`src/rtl/fifo_gen_pkg.sv`:
```
// Shared defaults and read-mode encodings for the fifo_gen block.
package fifo_gen_pkg;

  localparam int DEF_WORD_SIZE = 10;
  localparam int DEF_PTR       = 3;

  // Read mode selection for the FWFT parameter.
  localparam int FWFT_REGISTERED  = 0;
  localparam int FWFT_FALLTHROUGH = 1;

endpackage

```
`src/rtl/fifo_mem.sv`:
```
// FIFO storage: DEPTH x WORD_SIZE register array, one synchronous write port,
// one asynchronous read port. Contents are intentionally not reset.
module fifo_mem
  import fifo_gen_pkg::*;
#(
  parameter int WORD_SIZE = DEF_WORD_SIZE,
  parameter int PTR       = DEF_PTR
) (
  input  logic                 clk,
  input  logic                 wr_en,
  input  logic [PTR-1:0]       wr_addr,
  input  logic [WORD_SIZE-1:0] wr_data,
  input  logic [PTR-1:0]       rd_addr,
  output logic [WORD_SIZE-1:0] rd_data
);

  localparam int DEPTH = 1 << PTR;

  logic [WORD_SIZE-1:0] mem [DEPTH];

  always_ff @(posedge clk) begin
    if (wr_en) mem[wr_addr] <= wr_data;
  end

  assign rd_data = mem[rd_addr];

endmodule

```
`src/rtl/fifo_gen.sv`:
```
// Synchronous FIFO with occupancy count, programmable almost-full/empty flags,
// sticky overflow/underflow errors, and registered or fall-through read mode.
module fifo_gen
  import fifo_gen_pkg::*;
#(
  parameter int WORD_SIZE = DEF_WORD_SIZE,
  parameter int PTR       = DEF_PTR,
  parameter int FWFT      = FWFT_REGISTERED
) (
  input  logic                 clk,
  input  logic                 reset,
  input  logic                 fifo_wr,
  input  logic                 fifo_rd,
  input  logic [WORD_SIZE-1:0] fifo_data_in,
  input  logic [PTR:0]         full_threshold,
  input  logic [PTR:0]         empty_threshold,
  input  logic                 error_clr,
  output logic [WORD_SIZE-1:0] fifo_data_out,
  output logic [PTR:0]         fifo_count,
  output logic                 fifo_full,
  output logic                 fifo_empty,
  output logic                 almost_full,
  output logic                 almost_empty,
  output logic                 overflow,
  output logic                 underflow,
  output logic                 error
);

  localparam int DEPTH = 1 << PTR;

  logic [PTR-1:0]       wr_ptr;
  logic [PTR-1:0]       rd_ptr;
  logic [WORD_SIZE-1:0] mem_rd;
  logic                 push;
  logic                 pop;

  // A full FIFO still accepts a write when the same cycle frees a slot.
  assign pop  = fifo_rd && !fifo_empty;
  assign push = fifo_wr && (!fifo_full || pop);

  always_ff @(posedge clk or posedge reset) begin
    if (reset) begin
      wr_ptr     <= '0;
      rd_ptr     <= '0;
      fifo_count <= '0;
    end else begin
      if (push) wr_ptr <= wr_ptr + PTR'(1);
      if (pop)  rd_ptr <= rd_ptr + PTR'(1);
      case ({push, pop})
        2'b10:   fifo_count <= fifo_count + (PTR+1)'(1);
        2'b01:   fifo_count <= fifo_count - (PTR+1)'(1);
        default: fifo_count <= fifo_count;
      endcase
    end
  end

  // A fresh error in the clearing cycle keeps its bit set.
  always_ff @(posedge clk or posedge reset) begin
    if (reset) begin
      overflow  <= 1'b0;
      underflow <= 1'b0;
    end else begin
      overflow  <= (fifo_wr && fifo_full && !pop) || (overflow && !error_clr);
      underflow <= (fifo_rd && fifo_empty) || (underflow && !error_clr);
    end
  end

  assign error        = overflow | underflow;
  assign fifo_empty   = (fifo_count == '0);
  assign fifo_full    = (fifo_count == (PTR+1)'(DEPTH));
  assign almost_full  = (fifo_count >= full_threshold);
  assign almost_empty = (fifo_count <= empty_threshold);

  fifo_mem #(
    .WORD_SIZE (WORD_SIZE),
    .PTR       (PTR)
  ) u_mem (
    .clk     (clk),
    .wr_en   (push),
    .wr_addr (wr_ptr),
    .wr_data (fifo_data_in),
    .rd_addr (rd_ptr),
    .rd_data (mem_rd)
  );

  generate
    if (FWFT == FWFT_FALLTHROUGH) begin : g_fwft
      // Forced to zero while empty so reset shows a clean output.
      assign fifo_data_out = fifo_empty ? '0 : mem_rd;
    end else begin : g_reg
      logic [WORD_SIZE-1:0] dout_q;
      always_ff @(posedge clk or posedge reset) begin
        if (reset)    dout_q <= '0;
        else if (pop) dout_q <= mem_rd;
      end
      assign fifo_data_out = dout_q;
    end
  endgenerate

endmodule

```
`config.mk`:
```
export PLATFORM = sky130hd
export DESIGN_NAME = fifo_gen
export DESIGN_NICKNAME = d
export VERILOG_FILES = /design/src/rtl/fifo_gen_pkg.sv /design/src/rtl/fifo_mem.sv /design/src/rtl/fifo_gen.sv
export SDC_FILE = /design/constraint.sdc
export NUM_CORES = 1
export LEC_CHECK = 0
export ABC_AREA = 1
export CAP_MARGIN = 15
export CORE_MARGIN = 5
export CORE_UTILIZATION = 30
export CTS_CLUSTER_SIZE = 28
export DETAILED_ROUTE_END_ITERATION = 16
export GPL_TIMING_DRIVEN = 0
export MAX_ROUTING_LAYER = met4
export PLACE_DENSITY = 0.46
export SYNTH_ARGS = -nofsm -noshare
export SYNTH_HDL_FRONTEND = slang
export SYNTH_SLANG_ARGS = --single-unit
```
`constraint.sdc`:
```
create_clock -name clk -period 5.2 [get_ports clk]
set_clock_uncertainty 0.15 [all_clocks]
set_input_delay 1.56 -clock clk [delete_from_list [all_inputs] [get_ports clk]]
set_output_delay 1.56 -clock clk [all_outputs]
set_load 0.03 [all_outputs]
```
==> metrics <==
number of distinct library cells after synthesis 31; most frequent cells in the layout nor2_1, edfxtp_1, nand2_1; synth warn 0; # clock sinks 102; post-synthesis xor/xnor area fraction 0.982%; LEAKAGE 2.06 nW; post-CTS sizing 0; Crit path max-delay family buffers and inverters; DP Wirelength 7.10 mm; final hold violations 0; fin. max-slew vios 0; DIE AREA 0.0174 mm2; Setup Buffers After CTS 0; Global Route Usage Sum 12.9%; met2 WL 4.65 mm; setup TNS 0 ns; drt drc 0; clk buf depth 2; mux share of post-synthesis cell area 0%; Setup crit start kind input pin; Setup CP Type input pin to output port; outcome complete, no violations; H-tree depth 3; die outline width 132 um; GPL Wtd Cong 0.761; DR vias 2,958; Inserted Clock Buffers 9; Final nets 490; Via-to-Cell Ratio 4.61; ratio of cells with drive above 1 in the final layout between 10% and 20%; CTS Hold Buffers Added 0; GRT overflow 0; Layout Area Growth over Synthesis 20.7%; Max transition margin 30.0%; Avg Inst Size Synth 11.1 um2; slowest stage cell, crit path clkdlybuf4s50_1; crit path time final 5.08 ns; largest net degree at the start of global routing 23; Crit. End Element output port; routed wl met3 623 um; number of DRC markers in iteration 0 139; VDD IR-drop max 0.000263 V; Hold Crit Endpoint fifo_data_out[6]; antenna violations before repair 0; hold depth 2; cells after synthesis 400; worst hold start fifo_data_out[6]; dpl cells around 630; post-synthesis compound-gate area fraction 6.17%; largest family of logic cells by synthesized area simple AND/OR/NAND/NOR gates; Die H between 100 and 150 um; R2R Setup Slk 2.74 ns; fin cells 642; drt wl/cell about 16 um; Setup-failing EPs final 0; crit-path max FO 2; ANT nets after route 0; R2R depth 13; Detailed Route WL 10.3 mm; worst path bufs/invs 3; Root Driver clkbuf_16; most common cell after layout, fill and taps aside nor2_1; worst flop-to-flop path endpoint fifo_count[2]; Worst-Skew Late Latency 0.35 ns; Mapped Area 0.00446 mm2; worst endpoint required time 3.49 ns; Mapped Nets around 440; CP arrival ~3.4 ns; RR Startpoint fifo_count[1]; IO buf count 43; slowest stage delay, CP 0.70 ns; RSZ-0062 raised after global routing no; Post-Synth Simple-Gate Area 18.2%; uppermost layer routed met4; M1 wire length about 5 mm; first-pass GRT wire length 16.7 mm; sequential share of the synthesized area between 60 and 70%; clock transition at the registers of the reported paths 0.06 ns; worst-path cell chain clkdlybuf4s50_1, inv_1, ha_1, a21oi_1, o21ai_0, o21ai_0, clkdlybuf4s50_1; 1st-pass router iterations 4; Worst Hold Class flip-flop to flip-flop; Initial Util approximately 30%; # rows 44; core area 0.0145 mm2; max frequency approximately 0.20 GHz; worst slew pin tran 1.05 ns; number of synthesized register bits 102; Tot Pwr 3.01 mW; diode count 0; # IOs 44; crit share post-route between 90% and 100%; vias in the first global route around 3k; TritonCTS clock tree built; PD cells 560 mW/mm2; synthesized-area fraction occupied by adder cells 3.65%; Max-Cap Viols 0
## cells in the mapped netlist
cell	count	area, um2
buf_6	2	22.5
nand2_1	45	169
xor2_1	2	17.5
nand3_1	33	165
o211ai_1	1	7.51
o22ai_1	1	6.26
nor2_2	5	31.3
nor2_8	1	20.0
inv_2	4	15.0
a31oi_1	1	6.26
nor2_4	1	11.3
or2_4	1	8.76
nand4_1	1	6.26
nor2_1	88	330
buf_4	3	22.5
buf_12	1	20.0
ha_1	13	163
clkbuf_1	5	18.8
nand2_2	2	12.5
o21ai_0	42	210
buf_2	1	5.00
nand3_2	3	30.0
edfxtp_1	80	2400
a21oi_1	4	20.0
inv_1	23	86.3
nand2_4	2	22.5
or2_2	1	6.26
dfrtp_1	22	551
clkbuf_2	4	20.0
o21ai_1	5	25.0
xnor2_1	3	26.3
## how the worst max path moves through the flow
stage / startpoint / cells after the start / slack (ns) / to
after global placement: empty_threshold[3] / 7 / 0.14 / almost_empty
after CTS: empty_threshold[1] / 7 / 0.11 / almost_empty
after global routing: empty_threshold[1] / 7 / 0.02 / almost_empty
after detailed placement: empty_threshold[1] / 7 / 0.12 / almost_empty
final: empty_threshold[1] / 7 / 0.12 / almost_empty
after floorplan: empty_threshold[3] / 4 / 0.88 / almost_empty
## tightest hold or removal path, delay by kind of cell (launching register included)
kind / cells / cell delay (ns)
flops: 1 / 0.34
simple gates: 2 / 0.12
## sequential cells by signal (all words and copies together) (netlist names)
signal         flops
underflow          1
fifo_count         4
u_mem.mem         80
fifo_data_out     10
wr_ptr             3
rd_ptr             3
overflow           1
## cell type report
| type | instances | area (um2) |
|---|---|---|
| Fill cell | 1448 | 9150 |
| Sequential cell | 102 | 2950 |
| Multi-Input combinational cell | 255 | 1290 |
| Timing Repair Buffer | 43 | 430 |
| Tap cell | 184 | 230 |
| Clock buffer | 9 | 225 |
| Buffer | 16 | 109 |
| Inverter | 27 | 101 |
| Clock inverter | 6 | 38.8 |
## cells by family after synthesis
logic type	count (synthesis)
compound gates	54
xor+xnor	5
fa+ha+maj	13
buf+inv	43
flops	102
simple gates	183
## routing by layer
layer	vias to the layer above	GRT usage (%)
li1	1470	-
met1	1420	17.3
met2	64	19.5
met3	4	4.01
met4	0	2.57
met5	-	-
## power breakdown
group	internal (mW)	switching (mW)	total, mW
Clock	0.321	0.287	0.607
Combinational	0.461	0.809	1.27
Sequential	1.04	0.0951	1.14
## stage by stage
stage | instance area (um2) | hold slack, ns | utilization [%] | setup WS (ns)
after floorplan | 4460 | 0.366 | - | 0.878
after global placement | 5120 | 0.320 | 35.2 | 0.140
after detailed placement | 5120 | 0.323 | 35.2 | 0.122
after CTS | 5380 | 0.341 | 37.0 | 0.113
after global routing | 5380 | 0.352 | 37.0 | 0.0177
final | 5380 | 0.333 | 37.0 | 0.122
(Power assumes the default switching activity.)
